## src/rtl/corescore_pkg.sv

```systemverilog
// Shared types and constants for the corescore stream-to-UART adapter.
package corescore_pkg;

    localparam int unsigned FIFO_W      = 9;
    localparam logic [7:0]  EOL_DEFAULT = 8'h0A;

    typedef enum logic {
        S_DATA = 1'b0,
        S_EOL  = 1'b1
    } out_state_t;

    typedef struct packed {
        logic       last;
        logic [7:0] data;
    } fifo_entry_t;

endpackage

```

## src/rtl/corescore_sync_fifo.sv

```systemverilog
// Single-clock show-ahead FIFO; full/empty come from a count one bit wider than the pointers.
module corescore_sync_fifo #(
    parameter int unsigned WIDTH      = 9,
    parameter int unsigned DEPTH_LOG2 = 4
) (
    input  logic             i_clk,
    input  logic             i_rst_n,
    input  logic             push,
    input  logic             pop,
    input  logic [WIDTH-1:0] wdata,
    output logic [WIDTH-1:0] rdata,
    output logic             full,
    output logic             empty
);

    localparam int unsigned DEPTH = 1 << DEPTH_LOG2;
    localparam int unsigned CNT_W = DEPTH_LOG2 + 1;

    logic [WIDTH-1:0]      mem [DEPTH];
    logic [DEPTH_LOG2-1:0] wr_ptr;
    logic [DEPTH_LOG2-1:0] rd_ptr;
    logic [CNT_W-1:0]      count;
    logic                  do_push;
    logic                  do_pop;

    assign full    = (count == CNT_W'(DEPTH));
    assign empty   = (count == '0);
    assign do_push = push && !full;
    assign do_pop  = pop && !empty;
    assign rdata   = mem[rd_ptr];

    // Storage carries no reset; only the bookkeeping is cleared.
    always_ff @(posedge i_clk) begin
        if (do_push) begin
            mem[wr_ptr] <= wdata;
        end
    end

    always_ff @(posedge i_clk) begin
        if (!i_rst_n) begin
            wr_ptr <= '0;
            rd_ptr <= '0;
            count  <= '0;
        end else begin
            if (do_push) begin
                wr_ptr <= wr_ptr + DEPTH_LOG2'(1);
            end
            if (do_pop) begin
                rd_ptr <= rd_ptr + DEPTH_LOG2'(1);
            end
            case ({do_push, do_pop})
                2'b10:   count <= count + CNT_W'(1);
                2'b01:   count <= count - CNT_W'(1);
                default: count <= count;
            endcase
        end
    end

endmodule

```

## src/rtl/corescore_axis2atlantic.sv

```systemverilog
// Buffers the core byte stream and paces it onto the JTAG-Atlantic UART,
// optionally following each tagged last byte with an end-of-line byte.
module corescore_axis2atlantic
    import corescore_pkg::*;
#(
    parameter int unsigned DEPTH_LOG2 = 4,
    parameter bit          APPEND_EOL = 1'b0,
    parameter logic [7:0]  EOL_CHAR   = EOL_DEFAULT
) (
    input  logic        i_clk,
    input  logic        i_rst_n,
    input  logic [7:0]  i_tdata,
    input  logic        i_tlast,
    input  logic        i_tvalid,
    output logic        o_tready,
    input  logic        i_r_ena,
    output logic [7:0]  o_r_dat,
    output logic        o_r_val,
    output logic [15:0] o_frames
);

    out_state_t        state;
    fifo_entry_t       head;
    logic [FIFO_W-1:0] rdata;
    logic              full;
    logic              empty;
    logic              push;
    logic              pop;

    assign o_tready = i_rst_n && !full;
    assign push     = i_tvalid && o_tready;
    assign pop      = (state == S_DATA) && i_r_ena && !empty;
    assign head     = fifo_entry_t'(rdata);

    corescore_sync_fifo #(
        .WIDTH      (FIFO_W),
        .DEPTH_LOG2 (DEPTH_LOG2)
    ) u_fifo (
        .i_clk   (i_clk),
        .i_rst_n (i_rst_n),
        .push    (push),
        .pop     (pop),
        .wdata   ({i_tlast, i_tdata}),
        .rdata   (rdata),
        .full    (full),
        .empty   (empty)
    );

    // A byte is only ever strobed out when i_r_ena was seen at the same edge.
    always_ff @(posedge i_clk) begin
        if (!i_rst_n) begin
            state    <= S_DATA;
            o_r_val  <= 1'b0;
            o_r_dat  <= 8'h00;
            o_frames <= 16'h0000;
        end else begin
            o_r_val <= 1'b0;
            case (state)
                S_DATA: begin
                    if (pop) begin
                        o_r_val <= 1'b1;
                        o_r_dat <= head.data;
                        if (head.last) begin
                            o_frames <= o_frames + 16'd1;
                            if (APPEND_EOL) begin
                                state <= S_EOL;
                            end
                        end
                    end
                end
                S_EOL: begin
                    if (i_r_ena) begin
                        o_r_val <= 1'b1;
                        o_r_dat <= EOL_CHAR;
                        state   <= S_DATA;
                    end
                end
            endcase
        end
    end

endmodule

```

## config.mk

```make
export PLATFORM = sky130hd
export DESIGN_NAME = corescore_axis2atlantic
export DESIGN_NICKNAME = d
export VERILOG_FILES = /design/src/rtl/corescore_pkg.sv /design/src/rtl/corescore_sync_fifo.sv /design/src/rtl/corescore_axis2atlantic.sv
export SDC_FILE = /design/constraint.sdc
export NUM_CORES = 1
export LEC_CHECK = 0
export CAP_MARGIN = 20
export CORE_MARGIN = 2
export CORE_UTILIZATION = 50
export DETAILED_ROUTE_END_ITERATION = 8
export GPL_ROUTABILITY_DRIVEN = 0
export GPL_TIMING_DRIVEN = 0
export PLACE_DENSITY = 0.76
export REMOVE_ABC_BUFFERS = 1
export SLEW_MARGIN = 10
export SYNTH_ARGS = -nofsm -noshare
export SYNTH_HDL_FRONTEND = slang
export SYNTH_HIERARCHICAL = 1
export SYNTH_SLANG_ARGS = --single-unit
```

## constraint.sdc

```tcl
create_clock -name i_clk -period 3.2 [get_ports i_clk]
set_clock_uncertainty 0.2 [all_clocks]
set_input_delay 0.96 -clock i_clk [delete_from_list [all_inputs] [get_ports i_clk]]
set_output_delay 0.96 -clock i_clk [all_outputs]
set_load 0.02 [all_outputs]
```

==> flow_summary_export.csv <==
group,metric,value,unit
status,outcome,"finished, final reports clean",
die,ioPinCount,39,
global_route,grt_pass1_vias,4235,
global_route,grt_start_max_net_pins,37,
sta,final_max_slew_viol_count,0,
yosys,synth_area,7600,um2
yosys,ys_types,53,
sta,tightest_slew,1.00,ns
cts,cts_made_buffers,17,
yosys,yosysMostFrequentCell,"edfxtp_1",
yosys,synth_top_area_share,56.9,%
die,core,15000,um2
worst_setup_path,crit_path_top_delay_cell,"or4_4",
global_route,grt_pass1_wl,23.5,mm
die,fp.dieH,127,um
die,die_x,127,um
drt,ant_nets,0,
yosys,syn_area_per_cell,16.1,um2
worst_setup_path,slowest_delay,0.63,ns
yosys,ys.flop_type,"edfxtp_1",
placement,io_buffers,38,
sta,slew_headroom,33.1,%
sta,holdWs,0.263,ns
cts,cts_tree,"done",
global_route,antenna_found_initial,0,
drt,vias,4394,
worst_setup_path,cp.arrival,3.26,ns
sta,finalHoldViolCount,0,
final_layout,area_delta_synth_final,17.3,%
worst_setup_path,worst-setup-path-type,"register to register",
cts,cts_num_sinks,187,
drt,drc,0,
final_layout,design_area,8920,um2
worst_setup_path,cp-start-kind,"register",
final_layout,antenna_cells,0,
worst_setup_path,crit_chain,"or4_4 -> nor2_4 -> inv_1 -> nand3b_1 -> clkinv_4 -> o21ai_4 -> inv_1 -> ha_4 -> xor2_1 -> ha_2 -> nand2_1 -> o21ai_2 -> or3_1 -> nand4_1",
final_layout,final_layout_size_suffix_gt1_share,22.0,%
sta,fin_setup_tns,0,ns
flow_run,drv_cap,0,
cts,cts_max_path_buffers,2,
power,ir_drop,412,uV
yosys,synth_top_cells_by_area,"edfxtp_1, dfxtp_1, mux4_2",
cts,htree_levels,4,
hold_path,holdCritPathClass,"register to register",
sta,min_period_over_period,96.8,%
cts,clk_latency,0.42,ns
worst_setup_path,r2r_slack,0.10,ns
final_layout,finalNetCount,536,
worst_setup_path,crit_fanout,12,
yosys,ys_seq_elements,187,
cts,cts-root-buf,"clkbuf_16",
sta,setup_slack,0.101,ns
power,power_density,708,nW/um2
drt,highest_layer,"met4",
cts,clk_pin_slew,0.07,ns
drt,drt_iter0_drc,483,
global_route,gr-total-overflow,0,
yosys,synth_top_area_cell,"edfxtp_1",
worst_setup_path,critPathRequiredTime,3.37,ns
drt,wl_met3,808,um
drt,viasPerCell,6.15,
global_route,track_usage,19.6,%
sta,setup_viol,0,
yosys,ys_warn_count,6,
placement,hpwl,9.09,mm
drt,wl_per_cell,21.7,um
drt,wirelength,15.5,mm
sta,min_period,3.10,ns
worst_setup_path,crit_path_end_kind,"register",
die,rows,45,
sta,fmax,0.323,GHz
yosys,yosysSeqAreaShare,68.2,%
worst_setup_path,cpMostUsedCell,"inv_1",
drt,dr_wl_met2,7.93,mm
yosys,synthCells,472,
power,p_leak,2.93,nW
yosys,async_reset_ff_share,0,%
yosys,synth_edf_count,144,
placement,dpl_cell_area,8140,um2
drt,dr.pass1.iters,7,
die,initial_core_util,50.6,%
drt,met1_length,6.39,mm
yosys,synth_commonest_cells,"edfxtp_1, dfxtp_1, mux4_2, nor2_1, a22oi_1",
die,dieArea,16200,um2
placement,pre_cts_slack,-1.80,ns
==> final cells by class <==
type	instances	area [um2]
multi-input combinational	248	2320
tap	188	235
inverter	11	48.8
clock inverter	14	209
clock buffer	18	429
sequential	187	5190
fill	1067	6110
timing repair buffer	49	488
==> power by group <==
part	total, mW	leakage (nW)	internal (mW)	switching [mW]
clock network	2.27	0.313	1.33	0.935
logic	1.17	0.968	0.580	0.592
registers	2.88	1.65	2.73	0.152
==> repair_timing <==
item,4_1_cts,5_1_grt
gates resized for setup,24,9
pin swaps,1,1
endpoints found under the hold margin,0,0
hold buffers,0,0
setup endpoints to repair,154,4
buffers inserted,0,6
==> cells by family (layout without fill, tap and decap cells) <==
kind of cell               Yosys count  in the layout  synth area share [%]
and+or+nand+nor                    122            122                  8.92
muxes                               41             41                  11.3
AOI/OAI and AO/OA                   62             62                  5.86
DFF                                187            187                  68.2
adders and majority gates            9              9                  1.48
buffers and inverters               37             92                  2.60
xor gates and xnor gates            14             14                  1.61
==> placed cells by master (no fill, tap or decap), types with 9 or more instances in the layout <==
master / synthesis / final
edfxtp_1: 144 / 144
clkdlybuf4s50_1: 0 / 36
nor2_1: 34 / 25
and2_1: 10 / 10
nand2_1: 20 / 20
buf_4: 1 / 9
clkbuf_16: 0 / 17
a22oi_1: 24 / 24
dfxtp_1: 43 / 40
a21oi_1: 11 / 11
mux4_2: 36 / 36
==> sequential cells by signal, summed over array words and instances, names as in the netlist, named ones only <==
signal	count
o_r_val	1
u_fifo/mem	144
u_fifo/rd_ptr	4
state	1
u_fifo/wr_ptr	4
u_fifo/count	5
o_frames	16
o_r_dat	8
==> stage by stage <==
stage / power, mW / utilization, % / cells
global placement: 3.92 / 53.6 / 672
floorplan: 3.61 / - / 446
CTS: 6.21 / 58.6 / 709
detailed placement: 3.95 / 54.1 / 677
finish: 6.32 / 59.3 / 715
global route: 6.55 / 59.3 / 715
==> per-layer routing <==
layer,track usage [%],vias up
li1,-,1925
met1,25.9,2274
met2,31.8,160
met3,4.44,35
met4,8.40,0
met5,0,-
==> critical path: cells and delay by family (launching register included) <==
kind	cells	cell delay, ns
simple gates	6	1.46
compound gates	2	0.17
flops	1	0.35
fa+ha+maj	2	0.44
buf+inv	3	0.25
xor+xnor	1	0.16
==> path summary, 6_finish.rpt <==
kind / cells after the start / endpoint / from
hold reg to reg: 2 / o_r_dat[3] / o_r_dat[3]
setup reg to reg: 14 / u_fifo/count[4] / u_fifo/count[3]
setup / recovery: 14 / u_fifo/count[4] / u_fifo/count[3]
hold / removal: 2 / o_r_dat[3] / o_r_dat[3]
(Power assumes the default switching activity.)
